===== src/rtl/shift_num_calc.sv =====
// Block-floating-point shift calculator: ORs per-sample magnitudes over a packet and
// converts the leading-zero count of the result into a left-shift for compress_shift.
module shift_num_calc #(
  parameter int IW        = 40,
  parameter int MAX_SHIFT = 39,
  parameter int LW        = 12
) (
  input  logic          clk,
  input  logic          rst_n,
  input  logic          i_sop,
  input  logic          i_eop,
  input  logic          i_vld,
  input  logic [IW-1:0] i_din_re,
  input  logic [IW-1:0] i_din_im,
  output logic [5:0]    o_shift_num,
  output logic          o_shift_vld,
  output logic [LW-1:0] o_pkt_len,
  output logic          o_err
);

  // state | meaning
  // IDLE  | waiting for a valid sop
  // ACC   | inside a packet, OR-accumulating magnitudes and counting samples
  typedef enum logic {IDLE, ACC} state_t;

  localparam logic [LW-1:0] LEN_ONE = LW'(1);
  localparam logic [5:0]    SH_MAX  = 6'(MAX_SHIFT);
  localparam logic [5:0]    LZ_ZERO = 6'(IW-1);

  state_t        state_q, state_d;
  logic [IW-2:0] acc_q, acc_d;
  logic [LW-1:0] len_q, len_d;
  logic          snap_vld_q, snap_vld_d;
  logic [IW-2:0] snap_q, snap_d;
  logic [LW-1:0] snap_len_q, snap_len_d;
  logic          lz_vld_q, lz_vld_d;
  logic [5:0]    lz_q, lz_d;
  logic [LW-1:0] lz_len_q, lz_len_d;
  logic [5:0]    shift_num_q, shift_num_d;
  logic          shift_vld_q, shift_vld_d;
  logic [LW-1:0] pkt_len_q, pkt_len_d;
  logic          err_q, err_d;

  logic [IW-2:0] m_or;
  logic [LW-1:0] len_inc;

  // The sign bit of x ^ {IW{sign}} is always zero, so only the lower IW-1 bits are kept.
  assign m_or    = (i_din_re[IW-2:0] ^ {(IW-1){i_din_re[IW-1]}})
                 | (i_din_im[IW-2:0] ^ {(IW-1){i_din_im[IW-1]}});
  assign len_inc = (len_q == '1) ? len_q : len_q + LEN_ONE;

  always_comb begin
    state_d    = state_q;
    acc_d      = acc_q;
    len_d      = len_q;
    snap_vld_d = 1'b0;
    snap_d     = snap_q;
    snap_len_d = snap_len_q;
    err_d      = 1'b0;
    if (i_vld) begin
      unique case (state_q)
        IDLE: begin
          if (i_sop && i_eop) begin
            snap_vld_d = 1'b1;
            snap_d     = m_or;
            snap_len_d = LEN_ONE;
          end else if (i_sop) begin
            acc_d   = m_or;
            len_d   = LEN_ONE;
            state_d = ACC;
          end else if (i_eop) begin
            err_d = 1'b1;
          end
        end
        ACC: begin
          if (i_sop && i_eop) begin
            snap_vld_d = 1'b1;
            snap_d     = m_or;
            snap_len_d = LEN_ONE;
            state_d    = IDLE;
          end else if (i_sop) begin
            err_d = 1'b1;
            acc_d = m_or;
            len_d = LEN_ONE;
          end else if (i_eop) begin
            snap_vld_d = 1'b1;
            snap_d     = acc_q | m_or;
            snap_len_d = len_inc;
            state_d    = IDLE;
          end else begin
            acc_d = acc_q | m_or;
            len_d = len_inc;
          end
        end
        default: state_d = IDLE;
      endcase
    end
  end

  // Scanning upward lets the highest set bit overwrite any lower one.
  always_comb begin
    lz_vld_d = snap_vld_q;
    lz_len_d = snap_len_q;
    lz_d     = LZ_ZERO;
    for (int i = 0; i < IW-1; i++) begin
      if (snap_q[i]) lz_d = 6'(IW-2-i);
    end
  end

  always_comb begin
    shift_vld_d = lz_vld_q;
    shift_num_d = shift_num_q;
    pkt_len_d   = pkt_len_q;
    if (lz_vld_q) begin
      shift_num_d = (lz_q > SH_MAX) ? SH_MAX : lz_q;
      pkt_len_d   = lz_len_q;
    end
  end

  always_ff @(posedge clk or negedge rst_n) begin
    if (!rst_n) begin
      state_q     <= IDLE;
      acc_q       <= '0;
      len_q       <= '0;
      snap_vld_q  <= 1'b0;
      snap_q      <= '0;
      snap_len_q  <= '0;
      lz_vld_q    <= 1'b0;
      lz_q        <= '0;
      lz_len_q    <= '0;
      shift_num_q <= '0;
      shift_vld_q <= 1'b0;
      pkt_len_q   <= '0;
      err_q       <= 1'b0;
    end else begin
      state_q     <= state_d;
      acc_q       <= acc_d;
      len_q       <= len_d;
      snap_vld_q  <= snap_vld_d;
      snap_q      <= snap_d;
      snap_len_q  <= snap_len_d;
      lz_vld_q    <= lz_vld_d;
      lz_q        <= lz_d;
      lz_len_q    <= lz_len_d;
      shift_num_q <= shift_num_d;
      shift_vld_q <= shift_vld_d;
      pkt_len_q   <= pkt_len_d;
      err_q       <= err_d;
    end
  end

  assign o_shift_num = shift_num_q;
  assign o_shift_vld = shift_vld_q;
  assign o_pkt_len   = pkt_len_q;
  assign o_err       = err_q;

endmodule


===== config.mk =====
export PLATFORM = sky130hd
export DESIGN_NAME = shift_num_calc
export DESIGN_NICKNAME = d
export VERILOG_FILES = /design/src/rtl/shift_num_calc.sv
export SDC_FILE = /design/constraint.sdc
export NUM_CORES = 1
export LEC_CHECK = 0
export CAP_MARGIN = 20
export CORE_MARGIN = 5
export CORE_UTILIZATION = 49
export CTS_CLUSTER_DIAMETER = 150
export DETAILED_ROUTE_END_ITERATION = 10
export PLACE_DENSITY = 0.81
export SLEW_MARGIN = 20
export SYNTH_ARGS = -nofsm -noshare
export SYNTH_HDL_FRONTEND = slang
export SYNTH_SLANG_ARGS = --single-unit

===== constraint.sdc =====
create_clock -name clk -period 1.86 [get_ports clk]
set_input_delay 0.186 -clock clk [delete_from_list [all_inputs] [get_ports clk]]
set_output_delay 0.186 -clock clk [all_outputs]
set_load 0.02 [all_outputs]

==> impl_results.md, run 1 <==
* Placeable core area at 13700 um^2
* Mapped cell area at 6780 um^2
* Finished Cell Area at 8860 um^2
* Flops & latches, synth at 143
* Vias in the first global route at 5520
* Number of ports placed on the die boundary at 105
* Dpl cell area at 8230 um^2
* Share of post-route cells with drive strength above 1 at 12.0%
* Total grt overflow at 0
* Depth of the worst register-to-register path at 6
* Fraction of met1 tracks used by global routing at 28.1%
* Main synth FF type: sky130_fd_sc_hd__dfrtp_1
* Run status: completed
* Power per standard cell area at 1000 nW/um^2
* Die Outline Area at 16300 um^2
* Timing-limited maximum frequency at 0.545 GHz
* Setup crit start: len_q[1]
* Clock-pin slew on the worst setup and hold paths at 0.06 ns
* Library cell with the highest instance count after synthesis: sky130_fd_sc_hd__dfrtp_1
* Worst Path Arrival at 2.14 ns
* Reg-to-Reg Start: len_q[1]
* Number of warnings reported in the yosys synthesis log at 0
* Pwr Total at 8.86 mW
* Number of enable-type register cells in the synthesized netlist at 0
* Number of distinct standard cells referenced by the synthesized netlist at 53
* Max-capacitance violation count at 0
* Worst-path maximum fanout at 2
* Clock latency of the later-clocked register in the worst-skew pair at 0.41 ns
* Largest cells by area after synthesis: sky130_fd_sc_hd__dfrtp_1 (53%), sky130_fd_sc_hd__xnor2_1 (11%), sky130_fd_sc_hd__a22o_1 (6.7%)
* Worst setup timing slack at the placement stage at -0.0776 ns
* Met2 Use GR at 33.6%
* Final-report max-slew violation count at 0
* Via-per-instance ratio at 5.66
* Total of fill cells in the finished design at 1063
* Post-Route Setup TNS at 0 ns
* Path category of the worst min-delay check: primary input to async pin
* Initial antenna violation count at 0
* Share of the clock period used by the worst path after layout at 98.7%
* Leakage component of the power at 3.74 nW
* Final weighted congestion in routability-driven placement at 0.896
* Area growth from synthesis to final layout at 30.6%
* Top Usage Layer GRT: met2
* Required time of the critical path at 2.16 ns
* Headroom to the max-slew limit at 61.2%
* End of the critical path: lz_len_d[9]
* Kind of launch point of the worst setup path: flip-flop
* Clock tree from TritonCTS: built
* Hold Vio Cnt, Final at 0
* Num Clock Sinks at 143
* Setup-failing EPs final at 0
* Overall die width at 128 um
* Layout net count at 852
* Dpl hpwl at 11.4 mm
* Class of the most critical setup path: flip-flop to flip-flop
* Clock root buffer: sky130_fd_sc_hd__clkbuf_16
* Detailed-route wire length at 16.4 mm
* Total CTS buffers at 17
* Post-Synthesis Net Count at 732
* Worst Setup Slack, final at 0.0236 ns
* Cell Rows at 43
* Via count at 5414
* R2r endpoint: lz_len_d[9]
* Post-Syn Instances at 646
* Average size of a mapped cell at 10.5 um^2
* Clock tree buffer depth at 2
* H-tree depth reported by CTS at 4
* DR DRC count at 0
* Share of synthesized area occupied by flip-flops and latches at 52.8%
* Wire length of the first global-routing pass at 27.1 mm
* Most area-hungry cell type in the Yosys netlist: sky130_fd_sc_hd__dfrtp_1
* List of most frequent post-synthesis cells: sky130_fd_sc_hd__dfrtp_1 (143), sky130_fd_sc_hd__xnor2_1 (83), sky130_fd_sc_hd__nand2_1 (76)
* Maximum number of pins on one net before global-route repair at 61
* Kind of end point of the critical path: flip-flop
* Number of DRC markers after the initial detailed-route iteration at 519
* Least-Margin Pin Slew at 0.577 ns
* Antenna fix cells at 0
* Layout Utilization at 64.6%
* Setup slack on the worst flop-to-flop path at 0.02 ns
* Met3 Track Usage GR at 4.01%
* Final Skew at 0.00687 ns
* Share of synthesized flip-flops with an asynchronous set or reset at 100%
* Initial standard-cell utilization of the core at 49.4%
* Vertical die dimension at 128 um
* Detailed-router iteration count before antenna repair at 5
* Area share of the largest cell type after synthesis at 52.8%
* Wirelength per Cell at 17.1 um
* Overall routing resource usage at 20.6%
* Post-detailed-route count of antenna-violating nets at 0
* Shortest period the worst path allows at 1.84 ns
* PortBufs at 104
* Max VDD drop at 0.869 mV
power breakdown:
part / total (mW) / leakage (nW) / internal, mW / switching (mW)
registers: 3.96 / 1.78 / 3.56 / 0.399
clock network: 3.30 / 0.279 / 2.00 / 1.29
logic: 1.60 / 1.68 / 0.853 / 0.749
total: 8.86 / 3.74 / 6.42 / 2.44
critical path: stages, from the launching register on:
cell                      delay (ns)
sky130_fd_sc_hd__dfrtp_1        0.39
sky130_fd_sc_hd__ha_2           0.20
sky130_fd_sc_hd__and2_4         0.16
sky130_fd_sc_hd__a311o_1        0.35
sky130_fd_sc_hd__or2_1          0.28
sky130_fd_sc_hd__xnor2_2        0.17
sky130_fd_sc_hd__a22o_1         0.18
registers in the layout (all words and copies together), names as in the netlist, 6 cells and up:
signal       flops
len_q           12
lz_len_q        12
acc_q           39
lz_len_d        12
snap_q          39
lz_q             6
o_pkt_len       12
o_shift_num      6
cells in the final DEF (no fill, tap or decap), types with 3 or more instances in the layout:
cell / count
sky130_fd_sc_hd__a211oi_1: 5
sky130_fd_sc_hd__a21oi_1: 56
sky130_fd_sc_hd__a221o_1: 19
sky130_fd_sc_hd__a22o_1: 52
sky130_fd_sc_hd__a31oi_1: 5
sky130_fd_sc_hd__and4_1: 3
sky130_fd_sc_hd__buf_12: 9
sky130_fd_sc_hd__buf_4: 27
sky130_fd_sc_hd__clkbuf_16: 17
sky130_fd_sc_hd__clkdlybuf4s50_1: 101
sky130_fd_sc_hd__clkinv_4: 4
sky130_fd_sc_hd__dfrtp_1: 143
sky130_fd_sc_hd__inv_1: 11
sky130_fd_sc_hd__mux2_2: 13
sky130_fd_sc_hd__nand2_1: 76
sky130_fd_sc_hd__nand2b_1: 3
sky130_fd_sc_hd__nand3_1: 4
sky130_fd_sc_hd__nor2_1: 32
sky130_fd_sc_hd__nor2_2: 3
sky130_fd_sc_hd__nor2b_1: 3
sky130_fd_sc_hd__nor3_1: 5
sky130_fd_sc_hd__nor4_1: 8
sky130_fd_sc_hd__o21ai_0: 35
sky130_fd_sc_hd__o31ai_1: 4
sky130_fd_sc_hd__xnor2_1: 82
kinds of logic (layout without fill, tap and decap cells):
family | count (synthesis) | after routing | synth area share, %
AO/OA/AOI/OAI | 197 | 197 | 20.3
adder cells (fa/ha/maj) | 1 | 1 | 0.184
AND/OR/NAND/NOR | 156 | 156 | 10.4
XOR/XNOR | 85 | 85 | 11.0
multiplexers | 13 | 13 | 2.16
buffers and inverters | 51 | 182 | 3.23
flip-flops | 143 | 143 | 52.8
how the worst min path moves through the flow:
stage	end	startpoint	depth (start not counted)	slack, ns
3_3_place_gp	o_pkt_len[5]	rst_n	1	0.18
3_5_place_dp	lz_len_q[7]	rst_n	1	0.19
6_report	lz_len_q[6]	rst_n	2	0.32
2_1_floorplan	acc_q[0]	rst_n	0	-0.11
5_1_grt	lz_vld_q	lz_vld_d	0	0.36
4_1_cts	o_pkt_len[5]	rst_n	2	0.34
metal layers:
metal  wire [um]  vias to the layer above
met5           0                        -
li1            -                     2552
met2        7970                      221
met4         196                        0
met3        1150                       19
met1        7060                     2622
metrics by stage:
stage / std cells / hold slack [ns]
finish: 957 / 0.322
global route: 957 / 0.363
CTS: 954 / 0.337
detailed placement: 923 / 0.190
global placement: 923 / 0.181
floorplan: 646 / -0.110
area by class of cell:
cell class / instances / area [um^2] / area share [%]
tap: 180 / 225 / 2.54
clock inverter: 12 / 138 / 1.55
sequential: 143 / 3580 / 40.4
inverter: 11 / 41.3 / 0.466
multi-input combinational: 452 / 3010 / 34.0
timing repair buffer: 141 / 1430 / 16.1
clock buffer: 18 / 439 / 4.96
what timing repair did:
action                     in CTS  in global routing
gates resized for setup         0                  6
hold buffers                    1                  0
buffers inserted                0                  3
hold endpoints to repair       56                  0
setup endpoints to repair       0                  6
No activity file was read; power rests on OpenSTA's default activity.
==> inputs of run 2 (changes only) <==
--- a/config.mk
+++ b/config.mk
@@ -6,7 +6,7 @@
 export NUM_CORES = 1
 export LEC_CHECK = 0
 export CAP_MARGIN = 20
-export CORE_MARGIN = 5
+export CORE_MARGIN = 3
 export CORE_UTILIZATION = 49
 export CTS_CLUSTER_DIAMETER = 150
 export DETAILED_ROUTE_END_ITERATION = 10
==> impl_results.md, run 2 (synthesis gave the netlist of run 1 again) <==
* Via count at 5466 (was 5414)
* Clock root buffer: sky130_fd_sc_hd__clkbuf_16 (unchanged)
* Number of non-filler instances in the completed layout at 953 (was 957)
* Switching share of total power at 27.7% (was 27.5%)
* Via-per-instance ratio at 5.74 (was 5.66)
* Depth of the worst register-to-register path at 5 (was 6)
* Layout net count at 850 (was 852)
* Unrepaired setup endpoints after global routing: no
* Dpl hpwl at 11.3 mm (was 11.4 mm)
* Reg-to-Reg Start: snap_q[6] (was len_q[1])
* Num Clock Sinks at 143 (unchanged)
* Final-report max-slew violation count at 0 (unchanged)
* Final weighted congestion in routability-driven placement at 0.887 (was 0.896)
* Layout Utilization at 65.9% (was 64.6%)
* Die Outline Area at 15300 um^2 (was 16300 um^2)
* Worst Path Arrival at 2.12 ns (was 2.14 ns)
* DR DRC count at 0 (unchanged)
* Required time of the critical path at 2.18 ns (was 2.16 ns)
* Setup slack on the worst flop-to-flop path at 0.06 ns (was 0.02 ns)
* Hold Vio Cnt, Final at 0 (unchanged)
* Run status: completed (unchanged)
* Internal power summed over all cells at 6.48 mW (was 6.42 mW)
* Initial antenna violation count at 0 (unchanged)
* Maximum number of pins on one net before global-route repair at 62 (was 61)
* Total grt overflow at 0 (unchanged)
* Placed Cells incl. Taps at 919 (was 923)
* Max VDD drop at 0.680 mV (was 0.869 mV)
* Pwr Total at 8.96 mW (was 8.86 mW)
* Most common cell after layout, fill and taps aside: sky130_fd_sc_hd__dfrtp_1 (unchanged)
* Reg power frac at 44.3% (was 44.7%)
* Power per standard cell area at 1010 nW/um^2 (was 1000 nW/um^2)
* Post-detailed-route count of antenna-violating nets at 0 (unchanged)
* Overall die width at 124 um (was 128 um)
* Clock-pin slew on the worst setup and hold paths at 0.06 ns (about the same)
* Clock latency of the later-clocked register in the worst-skew pair at 0.42 ns (was 0.41 ns)
* Leakage component of the power at 3.73 nW (was 3.74 nW)
* Share of post-route cells with drive strength above 1 at 11.7% (was 12.0%)
* Area growth from synthesis to final layout at 30.3% (was 30.6%)
* Kind of launch point of the worst setup path: flip-flop (unchanged)
* R2r endpoint: lz_q[2] (was lz_len_d[9])
* Worst-path maximum fanout at 4 (was 2)
* Path category of the worst min-delay check: primary input to async pin (unchanged)
* Setup-failing EPs final at 0 (unchanged)
* Number of DRC markers after the initial detailed-route iteration at 302 (was 519)
* Timing-limited maximum frequency at 0.556 GHz (was 0.545 GHz)
* Kind of end point of the critical path: flip-flop (unchanged)
* Vertical die dimension at 124 um (was 128 um)
* Hold WS at 0.267 ns (was 0.322 ns)
* PortBufs at 104 (unchanged)
* Headroom to the max-slew limit at 61.7% (was 61.2%)
* Least-Margin Pin Slew at 0.570 ns (was 0.577 ns)
* Fraction of power consumed by the clock network at 38.0% (was 37.2%)
* Vias in the first global route at 5597 (was 5520)
* Top Registers: acc_q (39), snap_q (39) (unchanged)
* Initial standard-cell utilization of the core at 50.6% (was 49.4%)
* Clock tree buffer depth at 2 (unchanged)
* Combinational share of power at 17.6% (was 18.1%)
* Shortest period the worst path allows at 1.80 ns (was 1.84 ns)
* Clock tree from TritonCTS: built (unchanged)
* Share of the clock period used by the worst path after layout at 96.6% (was 98.7%)
* Max-capacitance violation count at 0 (unchanged)
* Final Skew at 0.00914 ns (was 0.00687 ns)
* Detailed-route wire length at 16.4 mm (about the same)
* Switching power total at 2.48 mW (was 2.44 mW)
* Detailed-router iteration count before antenna repair at 5 (unchanged)
* Wirelength per Cell at 17.2 um (was 17.1 um)
* H-tree depth reported by CTS at 4 (unchanged)
* Cell Rows at 42 (was 43)
* Most used cells in the layout excluding fill and tap cells: sky130_fd_sc_hd__dfrtp_1 (143), sky130_fd_sc_hd__clkdlybuf4s50_1 (101), sky130_fd_sc_hd__xnor2_1 (83), sky130_fd_sc_hd__nand2_1 (76), sky130_fd_sc_hd__a21oi_1 (56) (was sky130_fd_sc_hd__dfrtp_1 (143), sky130_fd_sc_hd__clkdlybuf4s50_1 (101), sky130_fd_sc_hd__xnor2_1 (82), sky130_fd_sc_hd__nand2_1 (76), sky130_fd_sc_hd__a21oi_1 (56))
* Wire length of the first global-routing pass at 27.0 mm (was 27.1 mm)
* Overall routing resource usage at 22.5% (was 20.6%)
* Number of ports placed on the die boundary at 105 (unchanged)
* Total CTS buffers at 17 (unchanged)
* Antenna fix cells at 0 (unchanged)
* Class of the most critical setup path: flip-flop to flip-flop (unchanged)
* Placeable core area at 13400 um^2 (was 13700 um^2)
## run 2: critical path, cell delays in order, from the launching register on
cell	delay, ns
sky130_fd_sc_hd__dfrtp_1	0.43
sky130_fd_sc_hd__or4_1	0.57
sky130_fd_sc_hd__a21bo_2	0.25
sky130_fd_sc_hd__a21oi_1	0.14
sky130_fd_sc_hd__o21bai_1	0.08
sky130_fd_sc_hd__a21boi_0	0.23
## run 2: final cells by class
class	count	area [um^2]
multi-input combinational	452	3000
inverter	11	41.3
sequential	143	3580
clock buffer	20	467
clock inverter	12	133
timing repair buffer	139	1400
fill	1011	4560
tap	176	220
## run 2: how the worst max path moves through the flow
stage,startpoint,endpoint,slack [ns]
floorplan,len_q[0],lz_len_d[9],0.004
global placement,i_eop,snap_q[13],0.04
detailed placement,i_eop,snap_q[7],-0.007
CTS,len_q[1],len_q[9],0.05
global route,len_q[1],lz_len_d[9],0.01
finish,snap_q[6],lz_q[2],0.06
## run 2: stage by stage
| step | instance area, um^2 | setup slack, ns | setup TNS, ns |
|---|---|---|---|
| finish | 8840 | 0.0628 | 0 |
| global route | 8840 | 0.0142 | 0 |
| CTS | 8820 | 0.0484 | 0 |
| detailed placement | 8210 | -0.00690 | -0.0342 |
| global placement | 8210 | 0.0411 | 0 |
| floorplan | 6780 | 0.00360 | 0 |
## run 2: power groups by stage
stage / registers, mW / logic (mW) / clock network (mW)
2_1_floorplan: 3.91 / 0.904 / 0
3_3_place_gp: 3.96 / 1.49 / 0
3_5_place_dp: 3.99 / 1.56 / 0
4_1_cts: 3.96 / 1.58 / 3.45
5_1_grt: 4.02 / 1.74 / 3.59
6_report: 3.97 / 1.58 / 3.41
## run 2: timing repair
| action | 4_1_cts | 5_1_grt |
|---|---|---|
| endpoints found under the setup margin | 0 | 5 |
| buffers inserted | 0 | 1 |
| hold buffers | 1 | 0 |
| hold endpoints to repair | 39 | 0 |
| gates resized for setup | 0 | 4 |
## run 2: metal layers
metal / track usage (%) / vias up / routed length (um)
li1: - / 2541 / -
met1: 30.6 / 2718 / 7090
met2: 36.5 / 186 / 8090
met3: 4.18 / 21 / 956
met4: 7.89 / 0 / 226
met5: 0 / - / 0
